### config.mk
export PLATFORM = sky130hd
export DESIGN_NAME = vec_mag_nd_flat
export DESIGN_NICKNAME = d
export VERILOG_FILES = /design/src/rtl/vec_mag_nd_if.sv /design/src/rtl/vec_mag_nd.sv /design/src/flat_wrapper.sv
export SDC_FILE = /design/constraint.sdc
export NUM_CORES = 1
export LEC_CHECK = 0
export ABC_AREA = 0
export CAP_MARGIN = 20
export CORE_ASPECT_RATIO = 0.75
export CORE_MARGIN = 2
export CORE_UTILIZATION = 50
export DETAILED_ROUTE_END_ITERATION = 12
export PLACE_DENSITY = 0.7
export SLEW_MARGIN = 20
export SYNTH_ARGS = -nofsm -noshare
export SYNTH_HDL_FRONTEND = slang
export SYNTH_SLANG_ARGS = --single-unit
### constraint.sdc
create_clock -name clk -period 8.3 [get_ports clk]
set_input_delay 1.66 -clock clk [delete_from_list [all_inputs] [get_ports clk]]
set_output_delay 1.66 -clock clk [all_outputs]
set_load 0.005 [all_outputs]
### src/rtl/vec_mag_nd_if.sv
// Bus bundle for vec_mag_nd: APB slave port plus AXI-Stream input and output.
// The DUT connects through the slave modport; a driver/bench uses master.
interface vec_mag_nd_if #(
  parameter int NDIM           = 4,
  parameter int COORD_WIDTH    = 8,
  parameter int OUT_WIDTH      = 20,
  parameter int APB_ADDR_WIDTH = 12
);
  logic                          psel_i;
  logic                          penable_i;
  logic                          pwrite_i;
  logic [APB_ADDR_WIDTH-1:0]     paddr_i;
  logic [31:0]                   pwdata_i;
  logic [31:0]                   prdata_o;
  logic                          pready_o;
  logic                          pslverr_o;

  logic [NDIM*COORD_WIDTH-1:0]   s_axis_tdata;
  logic                          s_axis_tvalid;
  logic                          s_axis_tlast;
  logic                          s_axis_tready;

  logic [OUT_WIDTH-1:0]          m_axis_tdata;
  logic                          m_axis_tvalid;
  logic                          m_axis_tlast;
  logic                          m_axis_tready;

  modport slave (
    input  psel_i, penable_i, pwrite_i, paddr_i, pwdata_i,
    output prdata_o, pready_o, pslverr_o,
    input  s_axis_tdata, s_axis_tvalid, s_axis_tlast,
    output s_axis_tready,
    output m_axis_tdata, m_axis_tvalid, m_axis_tlast,
    input  m_axis_tready
  );

  modport master (
    output psel_i, penable_i, pwrite_i, paddr_i, pwdata_i,
    input  prdata_o, pready_o, pslverr_o,
    output s_axis_tdata, s_axis_tvalid, s_axis_tlast,
    input  s_axis_tready,
    input  m_axis_tdata, m_axis_tvalid, m_axis_tlast,
    output m_axis_tready
  );
endinterface

### src/rtl/vec_mag_nd.sv
// vec_mag_nd: per-beat L2^2 (MODE=0) or L1 (MODE=1) magnitude of NDIM signed
// coordinates, 3-stage stallable pipeline with saturating output and APB CSRs.
// Optional: define VEC_MAG_ND_PERF_EN to add the STALL_CNT register at 0x010.
module vec_mag_nd #(
  parameter int NDIM           = 4,
  parameter int COORD_WIDTH    = 8,
  parameter int OUT_WIDTH      = 20,
  parameter int APB_ADDR_WIDTH = 12
) (
  input  logic          clk,
  input  logic          rst_n,
  vec_mag_nd_if.slave   bus
);

  localparam int CW = COORD_WIDTH;
  localparam int TW = 2 * CW;
  localparam int FW = 2 * CW + $clog2(NDIM);
  localparam int EW = (FW > OUT_WIDTH) ? FW : OUT_WIDTH;

  localparam logic [APB_ADDR_WIDTH-1:0] A_CTRL   = APB_ADDR_WIDTH'(12'h000);
  localparam logic [APB_ADDR_WIDTH-1:0] A_STATUS = APB_ADDR_WIDTH'(12'h004);
  localparam logic [APB_ADDR_WIDTH-1:0] A_BEAT   = APB_ADDR_WIDTH'(12'h008);
  localparam logic [APB_ADDR_WIDTH-1:0] A_PKT    = APB_ADDR_WIDTH'(12'h00C);

  // Square or exact absolute value of one coordinate; -2^(CW-1) maps to +2^(CW-1).
  function automatic logic [TW-1:0] coord_term(input logic signed [CW-1:0] x, input logic mode);
    logic signed [CW:0]   xe;
    logic        [CW:0]   mag;
    logic signed [TW-1:0] sq;
    xe  = {x[CW-1], x};
    mag = xe[CW] ? $unsigned(-xe) : $unsigned(xe);
    sq  = TW'(x) * TW'(x);
    coord_term = mode ? TW'(mag) : $unsigned(sq);
  endfunction

  // Clamp to OUT_WIDTH bits; MSB of the result flags saturation.
  function automatic logic [OUT_WIDTH:0] saturate(input logic [FW-1:0] s);
    logic [EW-1:0] se;
    logic [EW-1:0] lim;
    se  = EW'(s);
    lim = EW'({OUT_WIDTH{1'b1}});
    if (se > lim) saturate = {1'b1, {OUT_WIDTH{1'b1}}};
    else          saturate = {1'b0, OUT_WIDTH'(se)};
  endfunction

  logic            ctrl_en_q, ctrl_en_d, ctrl_mode_q, ctrl_mode_d;
  logic            ovf_q, ovf_d;
  logic [31:0]     beat_cnt_q, beat_cnt_d, pkt_cnt_q, pkt_cnt_d;
  logic            vld_p0_q, vld_p1_q, m_tvalid_q;
  logic            last_p0_q, last_p1_q, m_tlast_q;
  logic [TW-1:0]   term_d [NDIM];
  logic [TW-1:0]   term_p0_q [NDIM];
  logic [FW-1:0]   sum_d, sum_p1_q;
  logic [OUT_WIDTH-1:0] res_d, m_tdata_q;
  logic            sat_d, ovf_set;
  logic            adv, s_hs, m_hs, busy;
  logic            apb_acc, apb_wr, mapped, soft_rst;
  logic            sel_ctrl, sel_status, sel_beat, sel_pkt;
  logic [31:0]     prdata_d;
  logic            pslverr_d;
  logic            unused_pwdata;
`ifdef VEC_MAG_ND_PERF_EN
  localparam logic [APB_ADDR_WIDTH-1:0] A_STALL = APB_ADDR_WIDTH'(12'h010);
  logic            sel_stall;
  logic [31:0]     stall_cnt_q, stall_cnt_d;
`endif

  assign unused_pwdata = ^bus.pwdata_i[31:3];

  // Handshakes, stall control and APB address decode.
  always_comb begin
    adv        = !m_tvalid_q | bus.m_axis_tready;
    s_hs       = bus.s_axis_tvalid & adv & ctrl_en_q;
    m_hs       = m_tvalid_q & bus.m_axis_tready;
    busy       = vld_p0_q | vld_p1_q | m_tvalid_q;
    apb_acc    = bus.psel_i & bus.penable_i;
    apb_wr     = apb_acc & bus.pwrite_i;
    sel_ctrl   = (bus.paddr_i == A_CTRL);
    sel_status = (bus.paddr_i == A_STATUS);
    sel_beat   = (bus.paddr_i == A_BEAT);
    sel_pkt    = (bus.paddr_i == A_PKT);
    mapped     = sel_ctrl | sel_status | sel_beat | sel_pkt;
`ifdef VEC_MAG_ND_PERF_EN
    sel_stall  = (bus.paddr_i == A_STALL);
    mapped     = mapped | sel_stall;
`endif
    soft_rst   = apb_wr & sel_ctrl & bus.pwdata_i[1];
  end

  // Stage datapath: per-coordinate terms, their sum, and the clamped result.
  always_comb begin
    for (int k = 0; k < NDIM; k++) begin
      term_d[k] = coord_term($signed(bus.s_axis_tdata[k*CW +: CW]), ctrl_mode_q);
    end
    sum_d = '0;
    for (int k = 0; k < NDIM; k++) begin
      sum_d = sum_d + FW'(term_p0_q[k]);
    end
    {sat_d, res_d} = saturate(sum_p1_q);
    ovf_set = adv & vld_p1_q & sat_d;
  end

  // CSR next-state: SOFT_RST beats counter updates; an OVF set beats its W1C.
  always_comb begin
    ctrl_en_d   = ctrl_en_q;
    ctrl_mode_d = ctrl_mode_q;
    if (apb_wr && sel_ctrl) begin
      ctrl_en_d   = bus.pwdata_i[0];
      ctrl_mode_d = bus.pwdata_i[2];
    end
    if (soft_rst)                                      ovf_d = 1'b0;
    else if (ovf_set)                                  ovf_d = 1'b1;
    else if (apb_wr && sel_status && bus.pwdata_i[1])  ovf_d = 1'b0;
    else                                               ovf_d = ovf_q;
    beat_cnt_d = soft_rst ? '0 : beat_cnt_q + 32'(m_hs);
    pkt_cnt_d  = soft_rst ? '0 : pkt_cnt_q + 32'(m_hs & m_tlast_q);
`ifdef VEC_MAG_ND_PERF_EN
    stall_cnt_d = soft_rst ? '0 : stall_cnt_q + 32'(m_tvalid_q & !bus.m_axis_tready);
`endif
  end

  // APB read data and error, combinational in the access phase only.
  always_comb begin
    prdata_d  = '0;
    pslverr_d = 1'b0;
    if (apb_acc) begin
      if (!mapped)         pslverr_d = 1'b1;
      else if (sel_ctrl)   prdata_d  = {29'b0, ctrl_mode_q, 1'b0, ctrl_en_q};
      else if (sel_status) prdata_d  = {30'b0, ovf_q, busy};
      else if (sel_beat)   prdata_d  = beat_cnt_q;
      else if (sel_pkt)    prdata_d  = pkt_cnt_q;
`ifdef VEC_MAG_ND_PERF_EN
      else if (sel_stall)  prdata_d  = stall_cnt_q;
`endif
    end
  end

  // CSR registers.
  always_ff @(posedge clk or negedge rst_n) begin
    if (!rst_n) begin
      ctrl_en_q   <= 1'b0;
      ctrl_mode_q <= 1'b0;
      ovf_q       <= 1'b0;
      beat_cnt_q  <= '0;
      pkt_cnt_q   <= '0;
`ifdef VEC_MAG_ND_PERF_EN
      stall_cnt_q <= '0;
`endif
    end else begin
      ctrl_en_q   <= ctrl_en_d;
      ctrl_mode_q <= ctrl_mode_d;
      ovf_q       <= ovf_d;
      beat_cnt_q  <= beat_cnt_d;
      pkt_cnt_q   <= pkt_cnt_d;
`ifdef VEC_MAG_ND_PERF_EN
      stall_cnt_q <= stall_cnt_d;
`endif
    end
  end

  // Pipeline control and output register; SOFT_RST drops every beat in flight.
  always_ff @(posedge clk or negedge rst_n) begin
    if (!rst_n) begin
      vld_p0_q   <= 1'b0;
      vld_p1_q   <= 1'b0;
      m_tvalid_q <= 1'b0;
      last_p0_q  <= 1'b0;
      last_p1_q  <= 1'b0;
      m_tlast_q  <= 1'b0;
      m_tdata_q  <= '0;
    end else if (soft_rst) begin
      vld_p0_q   <= 1'b0;
      vld_p1_q   <= 1'b0;
      m_tvalid_q <= 1'b0;
    end else if (adv) begin
      // S1 -> S2 -> S3 boundaries
      vld_p0_q   <= s_hs;
      last_p0_q  <= bus.s_axis_tlast;
      vld_p1_q   <= vld_p0_q;
      last_p1_q  <= last_p0_q;
      m_tvalid_q <= vld_p1_q;
      m_tlast_q  <= last_p1_q;
      m_tdata_q  <= res_d;
    end
  end

  // Datapath registers carry no reset; their valids qualify them.
  always_ff @(posedge clk) begin
    if (adv) begin
      term_p0_q <= term_d;
      sum_p1_q  <= sum_d;
    end
  end

  assign bus.s_axis_tready = adv & ctrl_en_q;
  assign bus.m_axis_tvalid = m_tvalid_q;
  assign bus.m_axis_tdata  = m_tdata_q;
  assign bus.m_axis_tlast  = m_tlast_q;
  assign bus.prdata_o      = prdata_d;
  assign bus.pslverr_o     = pslverr_d;
  assign bus.pready_o      = 1'b1;

endmodule

### src/flat_wrapper.sv
// flat-port wrapper written by rule: the top's interface ports become plain ports
module vec_mag_nd_flat 
#(
  parameter int NDIM           = 4,
  parameter int COORD_WIDTH    = 8,
  parameter int OUT_WIDTH      = 20,
  parameter int APB_ADDR_WIDTH = 12
)
  (clk, rst_n, bus_psel_i, bus_penable_i, bus_pwrite_i, bus_paddr_i, bus_pwdata_i, bus_prdata_o, bus_pready_o, bus_pslverr_o, bus_s_axis_tdata, bus_s_axis_tvalid, bus_s_axis_tlast, bus_s_axis_tready, bus_m_axis_tdata, bus_m_axis_tvalid, bus_m_axis_tlast, bus_m_axis_tready);
  vec_mag_nd_if #(.NDIM(NDIM), .COORD_WIDTH(COORD_WIDTH), .OUT_WIDTH(OUT_WIDTH), .APB_ADDR_WIDTH(APB_ADDR_WIDTH)) bus_i ();
  input  logic clk;
  input  logic rst_n;
  input wire logic [$bits(bus_i.psel_i)-1:0] bus_psel_i;
  input wire logic [$bits(bus_i.penable_i)-1:0] bus_penable_i;
  input wire logic [$bits(bus_i.pwrite_i)-1:0] bus_pwrite_i;
  input wire logic [$bits(bus_i.paddr_i)-1:0] bus_paddr_i;
  input wire logic [$bits(bus_i.pwdata_i)-1:0] bus_pwdata_i;
  output wire logic [$bits(bus_i.prdata_o)-1:0] bus_prdata_o;
  output wire logic [$bits(bus_i.pready_o)-1:0] bus_pready_o;
  output wire logic [$bits(bus_i.pslverr_o)-1:0] bus_pslverr_o;
  input wire logic [$bits(bus_i.s_axis_tdata)-1:0] bus_s_axis_tdata;
  input wire logic [$bits(bus_i.s_axis_tvalid)-1:0] bus_s_axis_tvalid;
  input wire logic [$bits(bus_i.s_axis_tlast)-1:0] bus_s_axis_tlast;
  output wire logic [$bits(bus_i.s_axis_tready)-1:0] bus_s_axis_tready;
  output wire logic [$bits(bus_i.m_axis_tdata)-1:0] bus_m_axis_tdata;
  output wire logic [$bits(bus_i.m_axis_tvalid)-1:0] bus_m_axis_tvalid;
  output wire logic [$bits(bus_i.m_axis_tlast)-1:0] bus_m_axis_tlast;
  input wire logic [$bits(bus_i.m_axis_tready)-1:0] bus_m_axis_tready;
  assign bus_i.psel_i = bus_psel_i;
  assign bus_i.penable_i = bus_penable_i;
  assign bus_i.pwrite_i = bus_pwrite_i;
  assign bus_i.paddr_i = bus_paddr_i;
  assign bus_i.pwdata_i = bus_pwdata_i;
  assign bus_prdata_o = bus_i.prdata_o;
  assign bus_pready_o = bus_i.pready_o;
  assign bus_pslverr_o = bus_i.pslverr_o;
  assign bus_i.s_axis_tdata = bus_s_axis_tdata;
  assign bus_i.s_axis_tvalid = bus_s_axis_tvalid;
  assign bus_i.s_axis_tlast = bus_s_axis_tlast;
  assign bus_s_axis_tready = bus_i.s_axis_tready;
  assign bus_m_axis_tdata = bus_i.m_axis_tdata;
  assign bus_m_axis_tvalid = bus_i.m_axis_tvalid;
  assign bus_m_axis_tlast = bus_i.m_axis_tlast;
  assign bus_i.m_axis_tready = bus_m_axis_tready;
  vec_mag_nd #(.NDIM(NDIM), .COORD_WIDTH(COORD_WIDTH), .OUT_WIDTH(OUT_WIDTH), .APB_ADDR_WIDTH(APB_ADDR_WIDTH)) u_core (.clk(clk), .rst_n(rst_n), .bus(bus_i));
endmodule
==> flow_summary.json <==
{
  "path_max_fanout": 15,
  "cts-buffers-inserted": 17,
  "slowest_stage": "clkdlybuf4s50_1",
  "core_mm2": 0.0370,
  "drc": 0,
  "critPathBufInv": 6,
  "power_frac_seq_pct": 19.0,
  "synth_top_area_cell": "fa_1",
  "p_total_mw": 8.03,
  "cpPeakStageDelay_ps": 880,
  "crit_chain": "clkdlybuf4s50_1, clkinv_1, nor2_1, inv_1, fa_1, inv_1, fa_1, fa_1, inv_1, fa_1, inv_1, ha_1, a211oi_1, o211ai_1, a31oi_1, o21ai_0, xnor2_1, nor2_1",
  "wirelength_um": 40300,
  "cts-root-buf": "clkbuf_16",
  "fin_ws_ps": 1510,
  "grt_antenna_before_repair": 0,
  "h-tree-depth": 4,
  "netlist.area_leader.share_pct": 19.7,
  "pwr-share-clk_pct": 9.6,
  "cts_tree": "done",
  "drv_cap": 0,
  "rr_startpoint": "u_core.term_p0_q[48]",
  "timing.final.crit_share_pct": 81.8,
  "die_w_um": 227,
  "drive_above_1_share_pct": 4.79,
  "min-delay-path-class": "reg -> reg",
  "cts_max_path_buffers": 2,
  "hp-start": "u_core.sum_p1_q[13]",
  "postCtsHoldBufs": 0,
  "setup_viol": 0,
  "ys_warn_count": 0,
  "ant_nets": 0,
  "vias": 13700,
  "tightestPinTransition_ps": 1060,
  "fmax_mhz": 147,
  "switching_power_mw": 3.65,
  "cp-end-kind": "flip-flop",
  "hold_viol_final": 0,
  "synth_flop_cell": "dfrtp_1",
  "grt_max_degree": 84,
  "pre_cts_slack_ps": 1150,
  "grt_pass1_vias": 13600,
  "period_minus_slack_ps": 6790,
  "ios": 141,
  "wl_per_cell_um": 15.6,
  "crit_arrival_ps": 6940,
  "peakVddDrop_uv": 507,
  "die_y_um": 172,
  "synth_cell_types": 61,
  "clk_latency_ps": 430,
  "switching_share_pct": 45.5,
  "avgSynthCellArea_um2": 9.32,
  "syn_inst": 2010,
  "rsz0062_at_grt": "no",
  "yosysMostFrequentCell": "inv_1",
  "drt_iter0_drc": 978,
  "worstSetupPathType": "in -> reg",
  "path_clk_slew_ps": 70,
  "startpoint_type": "input port",
  "skew_ps": 16.2,
  "port-buffer-count": 108,
  "grt_use_total_pct": 21.6,
  "setup_tns_ps": 0,
  "area.growth.synth_to_final_pct": 10.8,
  "num_rows": 61,
  "synth.area.top_cells": "fa_1 20%, edfxtp_1 13%, dfrtp_1 12%",
  "dieArea_mm2": 0.0390,
  "combPwrFrac_pct": 71.4,
  "whs_ps": 474,
  "dp_hpwl_um": 31800,
  "synthArstFlopShare_pct": 52.3,
  "netlist_area_mm2": 0.0187,
  "via_per_inst": 5.28,
  "p_int_mw": 4.38,
  "nets": 2509,
  "cts_sinks": 172,
  "cp-startpoint": "bus_s_axis_tdata[31]",
  "p_leak_nw": 9.72,
  "relSlewSlack_pct": 29.6,
  "synth_commonest_cells": "362 x inv_1, 212 x nor2_1, 184 x fa_1",
  "synth_seq_cells": 172,
  "status": "finished clean",
  "drt_first_pass_iters": 5,
  "diodes": 0,
  "finalWeightedCongestion": 0.899,
  "synth_edf_count": 82,
  "cp.required_ps": 8460,
  "powerDensity_mw_per_mm2": 387,
  "post_cts_resized": 0,
  "initial_core_util_pct": 50.6,
  "post_cts_buffers": 0,
  "slew_violations": 0,
  "grt_pass1_wl_um": 68000,
  "grt-ovfl-total": 0,
  "cp_top_family": "adder cells",
  "ys_seq_area_share_pct": 25.2
}
cell families after synthesis:
group           Yosys count  share of synthesized area [%]
xor+xnor                174                           8.14
buf+inv                 434                           8.88
fa+ha+maj               352                           30.9
mux                      42                           2.93
simple gates            565                           14.6
other cells               2                         0.0401
flops                   172                           25.2
compound gates          269                           9.33
placed cells by master, fill, tap and decap left out, types with 20 or more instances in the layout:
cell / n
edfxtp_1: 82
fa_1: 184
nor2b_1: 22
ha_1: 168
nand3_1: 36
xnor2_1: 101
nor3_1: 22
nor2_1: 211
inv_1: 361
nand2_1: 98
mux2_4: 20
xor2_1: 73
nand2b_1: 25
dfrtp_1: 89
a22oi_1: 33
a21oi_1: 72
and2_1: 70
o21ai_0: 50
clkdlybuf4s50_1: 107
state kept, by name, summed over array words and instances, names as in the netlist, 18 cells and up:
register and cells:
u_core.term_p0_q 64, u_core.beat_cnt_q 32, u_core.pkt_cnt_q 32, u_core.bus.m_axis_tdata 18
u_core.sum_p1_q 18
layer usage:
| layer | up-vias | global-route usage [%] | part of all wire [%] |
|---|---|---|---|
| li1 | 6628 | - | - |
| met1 | 6700 | 32.7 | 50 |
| met2 | 302 | 33.0 | 44 |
| met3 | 42 | 2.75 | 4.4 |
| met4 | 0 | 4.92 | 1.5 |
| met5 | - | 0 | 0 |
power by group through the flow:
stage / clock network [mW] / registers, mW / logic [mW]
floorplan: 0 / 1.49 / 4.48
detailed placement: 0 / 1.54 / 5.69
global route: 0.818 / 1.54 / 6.53
CTS: 0.784 / 1.52 / 5.73
global placement: 0 / 1.53 / 5.51
finish: 0.773 / 1.52 / 5.73
final timing paths:
| check | to | cells after the start | slack [ps] |
|---|---|---|---|
| max reg2reg | u_core.sum_p1_q[16] | 18 | 3480 |
| max | u_core.term_p0_q[15] | 18 | 1510 |
| min reg2reg | u_core.bus.m_axis_tdata[13] | 1 | 470 |
| min | u_core.bus.m_axis_tdata[13] | 1 | 470 |
| min in group asynchronous | u_core.bus.m_axis_tdata[0] | 1 | 1050 |
| max in group asynchronous | u_core.ctrl_mode_q | 2 | 6280 |
worst register-to-register path, cell delays in order (launching register included):
cell,delay [ps]
edfxtp_1,440
ha_1,230
inv_1,70
fa_1,200
nor2b_1,70
o31a_1,280
a221oi_1,560
inv_1,90
a21oi_1,220
xor2_1,270
fa_1,460
inv_1,60
ha_1,290
a21oi_1,200
a22oi_1,130
a211o_1,330
o2111ai_1,340
nor3_1,90
a211o_1,240
layout make-up:
type | count | area, µm²
well taps | 504 | 631
fillers | 3268 | 16300
clock inverters | 11 | 97.6
multi-input cells | 1405 | 12400
flip-flops and latches | 172 | 4720
inverters | 363 | 1360
repair buffers | 114 | 1130
clock buffers | 21 | 464
metrics by stage:
| stage | std cells | utilization (%) | area, µm² |
|---|---|---|---|
| after detailed placement | 2558 | 54.6 | 20200 |
| after CTS | 2590 | 56.1 | 20800 |
| final | 2590 | 56.1 | 20800 |
| after global placement | 2558 | 54.6 | 20200 |
| after global routing | 2590 | 56.1 | 20800 |
| after floorplan | 2011 | - | 18700 |
Note: power is estimated with default switching activity, not from simulation.
